--- config.mk ---
export PLATFORM = sky130hd
export DESIGN_NAME = brd_pkt_cmd_engine_flat
export DESIGN_NICKNAME = d
export VERILOG_FILES = /design/src/rtl/brd_pkt_cmd_engine_if.sv /design/src/rtl/brd_pkt_cmd_engine.sv /design/src/flat_wrapper.sv
export SDC_FILE = /design/constraint.sdc
export NUM_CORES = 1
export LEC_CHECK = 0
export CORE_MARGIN = 1
export CORE_UTILIZATION = 40
export DETAILED_ROUTE_END_ITERATION = 8
export PLACE_DENSITY = 0.67
export SETUP_SLACK_MARGIN = 0.5
export SYNTH_ARGS = -nofsm -noshare
export SYNTH_HDL_FRONTEND = slang
export SYNTH_SLANG_ARGS = --single-unit
--- constraint.sdc ---
create_clock -name clk -period 4.05 [get_ports clk]
set_input_delay 1.0125 -clock clk [delete_from_list [all_inputs] [get_ports clk]]
set_output_delay 1.0125 -clock clk [all_outputs]
set_load 0.05 [all_outputs]
--- src/rtl/brd_pkt_cmd_engine_if.sv ---
// Byte-stream link between the Ethernet PHY side and the command engine.
// Each stream word is {cke, frm, data[7:0]}.
interface brd_pkt_cmd_engine_if;
  logic [9:0] in_eth_stream;
  logic [9:0] out_eth_stream;

  // PHY side: sources request beats, sinks response beats
  modport master (
    output in_eth_stream,
    input  out_eth_stream
  );

  // Engine side
  modport slave (
    input  in_eth_stream,
    output out_eth_stream
  );
endinterface

--- src/rtl/brd_pkt_cmd_engine.sv ---
// Command/response packet engine for the board Ethernet link.
// Parses framed request packets and executes register write, register read
// and status read commands against a bank of user control registers.
// It then streams an acknowledge or error response at a reduced byte rate.
module brd_pkt_cmd_engine #(
  parameter int N_REGS       = 8,
  parameter int REG_BYTES    = 2,
  parameter int STATUS_BYTES = 16,
  parameter int OUT_DIV      = 4
) (
  input  logic                          clk,
  input  logic                          rst,
  brd_pkt_cmd_engine_if.slave           eth,
  input  logic [8*STATUS_BYTES-1:0]     user_status,
  output logic [N_REGS*8*REG_BYTES-1:0] user_ctrl,
  output logic [N_REGS-1:0]             user_ctrl_strb,
  output logic                          busy,
  output logic [15:0]                   err_cnt
);

  localparam int REG_W     = 8 * REG_BYTES;
  localparam int ST_W      = 8 * STATUS_BYTES;
  localparam int PAY_BYTES = (STATUS_BYTES > REG_BYTES) ? STATUS_BYTES : REG_BYTES;
  // Longest response (3-byte error header or header + payload) fits here
  localparam int BUF_W     = 8 * (3 + PAY_BYTES);

  localparam logic [10:0] WR_LEN    = 11'(2 + REG_BYTES);
  localparam logic [10:0] RD_LEN    = 11'd2;
  localparam logic [10:0] ST_LEN    = 11'd1;
  localparam logic [10:0] CNT_MAX   = 11'h7FF;
  localparam logic [6:0]  RD_RESP   = 7'(2 + REG_BYTES);
  localparam logic [6:0]  ST_RESP   = 7'(1 + STATUS_BYTES);
  localparam logic [8:0]  N_REGS_W  = 9'(N_REGS);
  localparam logic [3:0]  DIV_LAST  = 4'(OUT_DIV - 1);

  localparam logic [7:0] OP_WRITE  = 8'h01;
  localparam logic [7:0] OP_READ   = 8'h02;
  localparam logic [7:0] OP_STATUS = 8'h03;

  typedef enum logic [1:0] {
    S_IDLE,
    S_RX,
    S_EXEC,
    S_TX
  } state_t;

  state_t state_q, state_next;

  logic       in_cke, in_frm;
  logic [7:0] in_data;

  logic              frm_prev_q;
  logic              drop_q;
  logic [7:0]        opcode_q;
  logic [7:0]        addr_q;
  logic [REG_W-1:0]  data_sr_q;
  logic [10:0]       rx_cnt_q;
  logic [REG_W-1:0]  regs_q [N_REGS];
  logic [N_REGS-1:0] strb_q;
  logic [15:0]       err_q;
  logic [BUF_W-1:0]  tx_buf_q;
  logic [6:0]        rem_q;
  logic [3:0]        ph_q;
  logic              trailer_q;
  logic [9:0]        out_q;

  logic              frame_start;
  logic              accept;
  logic              drop_evt;
  logic              err_evt;
  logic              wr_commit;
  logic              tx_slot;
  logic              op_known;
  logic [10:0]       exp_len;
  logic [7:0]        err_code;
  logic [REG_W-1:0]  rd_data;
  logic [BUF_W-1:0]  resp_buf;
  logic [6:0]        resp_len;
  logic [REG_W+7:0]  shift_in;
  logic [1:0]        err_inc;
  logic [16:0]       err_sum;

  assign in_cke  = eth.in_eth_stream[9];
  assign in_frm  = eth.in_eth_stream[8];
  assign in_data = eth.in_eth_stream[7:0];

  // A frame start is the first frm beat after a beat that closed a frame
  assign frame_start = in_cke & in_frm & ~frm_prev_q;
  // The next cycle is a tick when the current output phase is the last one
  assign tx_slot     = (ph_q == DIV_LAST);
  assign shift_in    = {data_sr_q, in_data};

  // Next-state logic and per-cycle event decode
  always_comb begin
    state_next = state_q;
    accept     = 1'b0;
    drop_evt   = 1'b0;
    err_evt    = 1'b0;
    wr_commit  = 1'b0;
    case (state_q)
      S_IDLE: begin
        if (frame_start && !drop_q) begin
          accept     = 1'b1;
          state_next = S_RX;
        end
      end
      S_RX: begin
        if (in_cke && !in_frm) state_next = S_EXEC;
      end
      S_EXEC: begin
        drop_evt   = frame_start & ~drop_q;
        err_evt    = (err_code != 8'h00);
        wr_commit  = (err_code == 8'h00) && (opcode_q == OP_WRITE);
        state_next = S_TX;
      end
      S_TX: begin
        drop_evt = frame_start & ~drop_q;
        if (tx_slot && trailer_q) state_next = S_IDLE;
      end
      default: state_next = S_IDLE;
    endcase
  end

  // Command validation: unknown opcode, then length, then address range
  always_comb begin
    op_known = 1'b1;
    exp_len  = ST_LEN;
    err_code = 8'h00;
    case (opcode_q)
      OP_WRITE:  exp_len = WR_LEN;
      OP_READ:   exp_len = RD_LEN;
      OP_STATUS: exp_len = ST_LEN;
      default:   op_known = 1'b0;
    endcase
    if (!op_known)
      err_code = 8'h01;
    else if (rx_cnt_q != exp_len)
      err_code = 8'h02;
    else if (opcode_q != OP_STATUS && {1'b0, addr_q} >= N_REGS_W)
      err_code = 8'h03;
  end

  // Register read mux for the READ response
  always_comb begin
    rd_data = '0;
    for (int k = 0; k < N_REGS; k++) begin
      if (addr_q == 8'(k)) rd_data = regs_q[k];
    end
  end

  // Assemble the whole response MSB-aligned so TX just shifts bytes out
  always_comb begin
    resp_buf = '0;
    resp_len = 7'd3;
    if (err_code != 8'h00) begin
      resp_buf[BUF_W-1 -: 24] = {8'hFF, err_code, opcode_q};
      resp_len = 7'd3;
    end else begin
      case (opcode_q)
        OP_WRITE: begin
          resp_buf[BUF_W-1 -: 16] = {8'h81, addr_q};
          resp_len = 7'd2;
        end
        OP_READ: begin
          resp_buf[BUF_W-1 -: 16]     = {8'h82, addr_q};
          resp_buf[BUF_W-17 -: REG_W] = rd_data;
          resp_len = RD_RESP;
        end
        default: begin
          resp_buf[BUF_W-1 -: 8]     = 8'h83;
          resp_buf[BUF_W-9 -: ST_W]  = user_status;
          resp_len = ST_RESP;
        end
      endcase
    end
  end

  // FSM state register
  always_ff @(posedge clk) begin
    if (rst) state_q <= S_IDLE;
    else     state_q <= state_next;
  end

  // Line framing tracker, deliberately kept across reset so a frame still arriving after reset is skipped
  always_ff @(posedge clk) begin
    if (in_cke) frm_prev_q <= in_frm;
  end

  // Drop flag: set by a frame starting while busy, cleared by that frame's end beat
  always_ff @(posedge clk) begin
    if (rst)                     drop_q <= 1'b0;
    else if (drop_evt)           drop_q <= 1'b1;
    else if (in_cke && !in_frm)  drop_q <= 1'b0;
  end

  // Request capture: opcode, address, data bytes shifted MSB first, saturating length
  always_ff @(posedge clk) begin
    if (rst) begin
      opcode_q  <= '0;
      addr_q    <= '0;
      data_sr_q <= '0;
      rx_cnt_q  <= '0;
    end else if (accept) begin
      opcode_q  <= in_data;
      addr_q    <= '0;
      data_sr_q <= '0;
      rx_cnt_q  <= 11'd1;
    end else if (state_q == S_RX && in_cke && in_frm) begin
      if (rx_cnt_q == 11'd1) addr_q <= in_data;
      else                   data_sr_q <= shift_in[REG_W-1:0];
      if (rx_cnt_q != CNT_MAX) rx_cnt_q <= rx_cnt_q + 11'd1;
    end
  end

  // Register bank and one-cycle write strobe, committed only from EXEC
  always_ff @(posedge clk) begin
    if (rst) begin
      for (int k = 0; k < N_REGS; k++) regs_q[k] <= '0;
      strb_q <= '0;
    end else begin
      strb_q <= '0;
      if (wr_commit) begin
        for (int k = 0; k < N_REGS; k++) begin
          if (addr_q == 8'(k)) begin
            regs_q[k] <= data_sr_q;
            strb_q[k] <= 1'b1;
          end
        end
      end
    end
  end

  assign err_inc = {1'b0, err_evt} + {1'b0, drop_evt};
  assign err_sum = {1'b0, err_q} + {15'b0, err_inc};

  // Saturating error counter; a drop and a rejection can land in the same cycle
  always_ff @(posedge clk) begin
    if (rst)             err_q <= '0;
    else if (err_sum[16]) err_q <= 16'hFFFF;
    else                 err_q <= err_sum[15:0];
  end

  // Response transmitter: first byte loads as EXEC ends, then one byte per OUT_DIV cycles and a trailer slot
  always_ff @(posedge clk) begin
    if (rst) begin
      out_q     <= '0;
      tx_buf_q  <= '0;
      rem_q     <= '0;
      ph_q      <= '0;
      trailer_q <= 1'b0;
    end else begin
      case (state_q)
        S_EXEC: begin
          out_q     <= {2'b11, resp_buf[BUF_W-1 -: 8]};
          tx_buf_q  <= resp_buf << 8;
          rem_q     <= resp_len - 7'd1;
          ph_q      <= '0;
          trailer_q <= 1'b0;
        end
        S_TX: begin
          ph_q <= tx_slot ? 4'd0 : ph_q + 4'd1;
          if (!tx_slot || trailer_q) begin
            out_q <= '0;
          end else if (rem_q != 7'd0) begin
            out_q    <= {2'b11, tx_buf_q[BUF_W-1 -: 8]};
            tx_buf_q <= tx_buf_q << 8;
            rem_q    <= rem_q - 7'd1;
          end else begin
            out_q     <= 10'h200;
            trailer_q <= 1'b1;
          end
        end
        default: out_q <= '0;
      endcase
    end
  end

  for (genvar k = 0; k < N_REGS; k++) begin : g_flat
    assign user_ctrl[k*REG_W +: REG_W] = regs_q[k];
  end

  assign eth.out_eth_stream = out_q;
  assign user_ctrl_strb     = strb_q;
  assign busy               = (state_q != S_IDLE);
  assign err_cnt            = err_q;

endmodule

--- src/flat_wrapper.sv ---
// flat-port wrapper written by rule: the top's interface ports become plain ports
module brd_pkt_cmd_engine_flat 
#(
  parameter int N_REGS       = 8,
  parameter int REG_BYTES    = 2,
  parameter int STATUS_BYTES = 16,
  parameter int OUT_DIV      = 4
)
  (clk, rst, user_status, user_ctrl, user_ctrl_strb, busy, err_cnt, eth_in_eth_stream, eth_out_eth_stream);
  brd_pkt_cmd_engine_if eth_i ();
  input  logic clk;
  input  logic rst;
  input  logic [8*STATUS_BYTES-1:0] user_status;
  output logic [N_REGS*8*REG_BYTES-1:0] user_ctrl;
  output logic [N_REGS-1:0] user_ctrl_strb;
  output logic busy;
  output logic [15:0] err_cnt;
  input wire logic [$bits(eth_i.in_eth_stream)-1:0] eth_in_eth_stream;
  output wire logic [$bits(eth_i.out_eth_stream)-1:0] eth_out_eth_stream;
  assign eth_i.in_eth_stream = eth_in_eth_stream;
  assign eth_out_eth_stream = eth_i.out_eth_stream;
  brd_pkt_cmd_engine #(.N_REGS(N_REGS), .REG_BYTES(REG_BYTES), .STATUS_BYTES(STATUS_BYTES), .OUT_DIV(OUT_DIV)) u_core (.clk(clk), .rst(rst), .eth(eth_i), .user_status(user_status), .user_ctrl(user_ctrl), .user_ctrl_strb(user_ctrl_strb), .busy(busy), .err_cnt(err_cnt));
endmodule
==> After elaboration in Yosys (flattened, before gate mapping) <==
Memory sizes are Yosys's and may differ from the RTL's.
Cells that the tools add are included.
W data, S select, Z words.
{ "classes": {"bitwise": 15, "n_addsub": 6, "reduce_logical": 33, "n_eq_ne": 24, "order_cmp": 1, "muxes": 91} }
{ "op_table": {"columns": ["op", "count"], "rows": [
  ["$mux W152", 2],
  ["$pmux W152 S2", 1],
  ["$mux W16", 17],
  ["$mux W112", 1],
  ["$mux W104", 1],
  ["$mux W1", 47],
  ["$pmux W10 S2", 2],
  ["$eq A8 B2 Y1 const B", 4],
  ["$eq A8 B3 Y1 const B", 4],
  ["$pmux W16 S2", 1],
  ["$mux W23", 1],
  ["$mux W7", 3],
  ["$add A16 B2 Y17", 1],
  ["$eq A8 B1 Y1 const B", 2],
  ["$logic_not A8 Y1", 2],
  ["$mux W8", 2],
  ["$pmux W7 S2", 1],
  ["$sub A7 B1 Y7 const B", 2],
  ["$add A11 B1 Y11 const B", 1],
  ["$eq A11 B1 Y1 const B", 1],
  ["$ne A11 B11 Y1 const B", 1],
  ["$ne A11 B3 Y1", 1],
  ["$mux W10", 1],
  ["$pmux W5 S2", 1],
  ["other kinds (30)", 70]
]} }
{ "totals": {"output_inout_bits": 163, "regBits": 245, "n_memories": 1, "mem_bits_rw": 128, "word_cells": 186} }
{ "mem_list": {"columns": ["memory", "depth", "word_bits", "read_ports", "rd_ports_with_merged_regs", "write_ports", "line", "text"], "rows": [
  ["u_core.regs_q", 8, 16, 8, 0, 8, "brd_pkt_cmd_engine.sv:58", "logic [REG_W-1:0] regs_q [N_REGS];"]
]} }

==> Longest topological paths before layout <==
{ "logic_depth": {"ltp_word": 12, "mapped_depth": 15} }

==> Worst setup path after synthesis <==
OpenSTA, ideal clock, no wires.
{ "synth_timing": {"path_type": "reg2reg", "startpoint": "register u_core.opcode_q[7]", "endpoint": "register u_core.err_q[10], in the netlist u_core.err_cnt[10]", "stages_incl_launch_ff": 16, "path_slack_ns": 0.017, "t_required_ns": 3.979, "arrival_time_ns": 3.963, "n_path_buf": 2, "cell_sequence": "dfxtp_1 or4_4 o311a_1 o221ai_2 buf_6 or3_1 nand2_1 fa_1 inv_1 ha_1 inv_1 nor4_1 nand2_1 or2_2 clkbuf_1 a21oi_1"} }
{ "synth_via": {"elab_chain_len": 10, "elab_cells_between_ends": 17, "cone_classes": "2 x add/sub; 5 x eq/ne; 7 x mux; 3 x reduce/logical"} }
{ "synth_rtl": {"columns": ["item", "line", "text"], "rows": [
  ["from (decl)", "brd_pkt_cmd_engine.sv:54", "logic [7:0] opcode_q;"],
  ["from (signal assigned)", "brd_pkt_cmd_engine.sv:204", "opcode_q <= in_data;"],
  ["$eq A8 B2 Y1, or another cell as far along", "brd_pkt_cmd_engine.sv:129", "case (opcode_q)"],
  ["$pmux W3 S2 / $logic_and A1 B1 Y1 (equally long branches)", "brd_pkt_cmd_engine.sv:129, brd_pkt_cmd_engine.sv:139", null],
  ["$ne A11 B3 Y1 / $mux W2 (equally long branches)", "brd_pkt_cmd_engine.sv:137, brd_pkt_cmd_engine.sv:139", null],
  ["$mux W8", "brd_pkt_cmd_engine.sv:137", "else if (rx_cnt_q != exp_len)"],
  ["$mux W8 *", "brd_pkt_cmd_engine.sv:135", "if (!op_known)"],
  ["$reduce_bool A8 Y1 *", "brd_pkt_cmd_engine.sv:112", "err_evt = (err_code != 8'h00);"],
  ["$mux W1 *", "brd_pkt_cmd_engine.sv:100", "case (state_q)"],
  ["$add A1 B1 Y2 *", "brd_pkt_cmd_engine.sv:233", "assign err_inc = {1'b0, err_evt} + {1'b0, drop_evt};"],
  ["$add A16 B2 Y17 *", "brd_pkt_cmd_engine.sv:234", "assign err_sum = {1'b0, err_q} + {15'b0, err_inc};"],
  ["$mux W16 *", "brd_pkt_cmd_engine.sv:239", "else if (err_sum[16]) err_q <= 16'hFFFF;"],
  ["to (signal assigned)", "brd_pkt_cmd_engine.sv:240", "else err_q <= err_sum[15:0];"],
  ["to (decl)", "brd_pkt_cmd_engine.sv:60", "logic [15:0] err_q;"]
]} }
Mark *: on every way between the ends. The rest lies on a longest branch, timed or not.
A chain may end at the register's enable or synchronous reset.

==> Worst setup path in the final report <==
{ "layout_timing": {"startpoint": "register u_core.opcode_q[2]", "endpoint": "register u_core.err_q[1], in the netlist u_core.err_cnt[1]"} }
The elaborated chain is that of the path after synthesis.

==> results_dict.tcl <==
set metrics [dict create \
    synth-edff-count 129 \
    dr.pass1.iters 5 \
    powerDensity_mw_per_mm2 480.9 \
    max_freq_mhz 293.3 \
    finClkSkew_ps 38.54 \
    p_sw_w 0.002831 \
    cts_tree "yes" \
    tns_ps 0 \
    hp-class "register to register" \
    yosysWarningCount 0 \
    synthTopCellsByArea "dfxtp_1 (29%), edfxtp_1 (25%), nor2_1 (6.8%), a221oi_1 (5.9%), nor3_1 (4.0%)" \
    worstPathMaxFanout 7 \
    hold_buffers 0 \
    clockRootBuffer "clkbuf_16" \
    cts-buffers-inserted 39 \
    status "completed" \
    grt_first_pass_wirelength_mm 73.98 \
    synth_top_cell_area_share_pct 28.66 \
    p_leak_nw 7.024 \
    io-pin-count 303 \
    grt_max_degree 175 \
    rows 71 \
    min_from "u_core.drop_q" \
    drt_iter0_markers 1037 \
    path_clk_slew_ps 70 \
    cp-startpoint "u_core.opcode_q[2]" \
    avgRoutedWirePerCell_um 21.11 \
    max_slew_margin_pct 26.80 \
    grt.overflow.total 0 \
    drc 0 \
    startpoint_type "register" \
    drv_cap 0 \
    power.share.sequential_pct 43.7 \
    fin_crit_ps 3409 \
    via_count 13080 \
    synthCells 1521 \
    tightest_slew_ps 1098 \
    worst_setup_path_end_kind "register" \
    post-route-period-util_pct 84.18 \
    layout.cells.non_filler 2331 \
    drive_above_1_share_pct 10.57 \
    areaGrowthSynthToFinish_pct 31.81 \
    whs_ps 458.3 \
    final_core_util_pct 53.66 \
    synth_area_mm2 0.01537 \
    portBuffers 302 \
    ant_nets 0 \
    crit_type "register to register" \
    dp_cells 2253 \
    synth-async-reset-ratio_pct 0 \
    grt_antenna_before_repair 3 \
    yosysMostFrequentCell "nor2_1" \
    ys_ff_latch 349 \
    clock_path_buffers 3 \
    nFillCells 3340 \
    synth_largest_area_cell "dfxtp_1" \
    clockPowerShare_pct 37.2 \
    synth.distinct_cells 88 \
    routed_wl_mm 49.21 \
    rsz0062_at_grt "false" \
    insertion_delay_ps 570 \
    postSynthAreaPerCell_um2 10.11 \
    gp_congestion 0.8936 \
    die_h_um 198.0 \
    synthesis.nets 1672 \
    die_x_um 198.0 \
    hpwl_mm 34.31 \
    die_area_mm2 0.03921 \
    nNetsFinal 1938 \
    cp.arrival_ps 3870 \
    hold_viol 0 \
    synth_flop_cell "dfxtp_1" \
    numClockSinks 349 \
    synthTopCellsByCount "nor2_1 (280), dfxtp_1 (220), edfxtp_1 (129)" \
    reg2reg_from "u_core.opcode_q[2]" \
    core_mm2 0.03776 \
    viasPerCell 5.613 \
    htree_levels 2 \
    synth_seq_area_share_pct 53.86 \
    grt_usage_pct 24.74 \
    slew_viol_final 0 \
    setup_violations 0 \
    internal_power_w 0.006912 \
    vdd_drop_max_uv 275.3 \
    cp.required_ps 4510 \
    power_w 0.009743 \
    first_global_vias 12540 \
    initial_utilization_pct 40.71 \
    swShare_pct 29.05 \
    pwr-share-comb_pct 19.1 \
]
-- cell families (layout without fill, tap and decap cells) --
| logic type | Yosys count | after routing | share of synthesized area, % |
|---|---|---|---|
| simple gates | 634 | 635 | 19.74 |
| compound gates | 284 | 284 | 14.40 |
| flops | 349 | 349 | 53.86 |
| fa+ha+maj | 12 | 12 | 1.009 |
| mux | 69 | 69 | 5.332 |
| buf+inv | 152 | 447 | 4.461 |
| other cells | 0 | 3 | 0 |
| xor+xnor | 21 | 21 | 1.197 |
-- power groups by stage --
stage	registers, W	clock network (W)	logic [W]
after global placement	0.00432	0	0.00181
after global routing	0.00431	0.00382	0.00204
after CTS	0.00426	0.00369	0.00185
after detailed placement	0.00433	0	0.00184
final	0.00426	0.00363	0.00186
after floorplan	0.00445	0	0.00110
-- critical path: stages, from the launching register on --
cell	delay (ps)
dfxtp_1	330
or4_4	590
o311a_4	350
o221ai_4	190
or3_4	190
nand2_4	90
fa_2	440
inv_1	110
ha_4	150
inv_1	70
nor4_4	250
nand2_2	110
or2_4	290
a21oi_1	150
-- layout make-up --
| class | count | area, µm² | share of cell area, % |
|---|---|---|---|
| sequential | 349 | 8282 | 40.88 |
| clock inverter | 16 | 181.4 | 0.8955 |
| inverter | 36 | 135.1 | 0.6670 |
| timing repair buffer | 340 | 3334 | 16.46 |
| antenna | 3 | 7.507 | 0.03706 |
| tap | 511 | 639.4 | 3.156 |
| multi-input combinational | 1021 | 6544 | 32.30 |
| clock buffer | 55 | 1136 | 5.608 |
-- state kept, by name, indices dropped and copies added (netlist names), 2 cells and up --
signal and cells:
u_core.user_ctrl_strb 8, u_core.regs_q 128, u_core.addr_q 8, u_core.eth.out_eth_stream 10, u_core.rem_q 7, u_core.data_sr_q 16, u_core.state_q 2, u_core.tx_buf_q 128
u_core.err_cnt 16, u_core.rx_cnt_q 11, u_core.ph_q 4, u_core.opcode_q 8
-- path summary, 6_finish.rpt --
path                                          end  slack [ps]  cells after the start
worst max-delay path            u_core.err_cnt[1]         640                     13
worst min-delay path                u_core.drop_q         460                      2
worst max register to register  u_core.err_cnt[1]         640                     13
worst min register to register      u_core.drop_q         460                      2
-- layer usage --
metal | GRT usage [%] | vias to the layer above | wire length, µm
met3 | 7.818 | 106 | 4682
li1 | - | 6117 | -
met5 | 0 | - | 0
met2 | 37.34 | 560 | 22040
met1 | 32.81 | 6301 | 20640
met4 | 9.848 | 0 | 1848
-- metrics by stage --
| stage | setup slack (ps) | instance area, µm² |
|---|---|---|
| after floorplan | 537.8 | 15410 |
| after global placement | 275.4 | 18840 |
| after global routing | 525.3 | 20260 |
| final | 640.6 | 20260 |
| after detailed placement | 233.4 | 18840 |
| after CTS | 482.3 | 20160 |
-- repair_timing --
item | in CTS | in global routing
setup endpoints to repair | 3 | 16
pin swaps | 0 | 7
cloned | 0 | 1
hold endpoints to repair | 0 | 0
setup buffers | 1 | 2
resized for setup | 0 | 14
-- cell usage in the layout, fill, tap and decap left out, types with 9 or more instances in the layout --
| cell type | n |
|---|---|
| clkdlybuf4s50_1 | 301 |
| nor2_1 | 278 |
| dfxtp_1 | 217 |
| edfxtp_1 | 129 |
| nor3_1 | 123 |
| a221oi_1 | 103 |
| nand2_1 | 78 |
| mux2i_1 | 56 |
| a21oi_1 | 47 |
| clkbuf_16 | 39 |
| buf_4 | 36 |
| inv_1 | 34 |
| o21ai_0 | 31 |
| nand3_1 | 22 |
| nor2_4 | 17 |
| nand2b_1 | 15 |
| nor2_2 | 14 |
| a211oi_1 | 13 |
| xor2_1 | 12 |
| nor2b_1 | 10 |
| a311oi_1 | 10 |
| mux4_2 | 10 |
| clkbuf_8 | 10 |
| xnor2_1 | 9 |
Power figures use the tool's default switching activity.
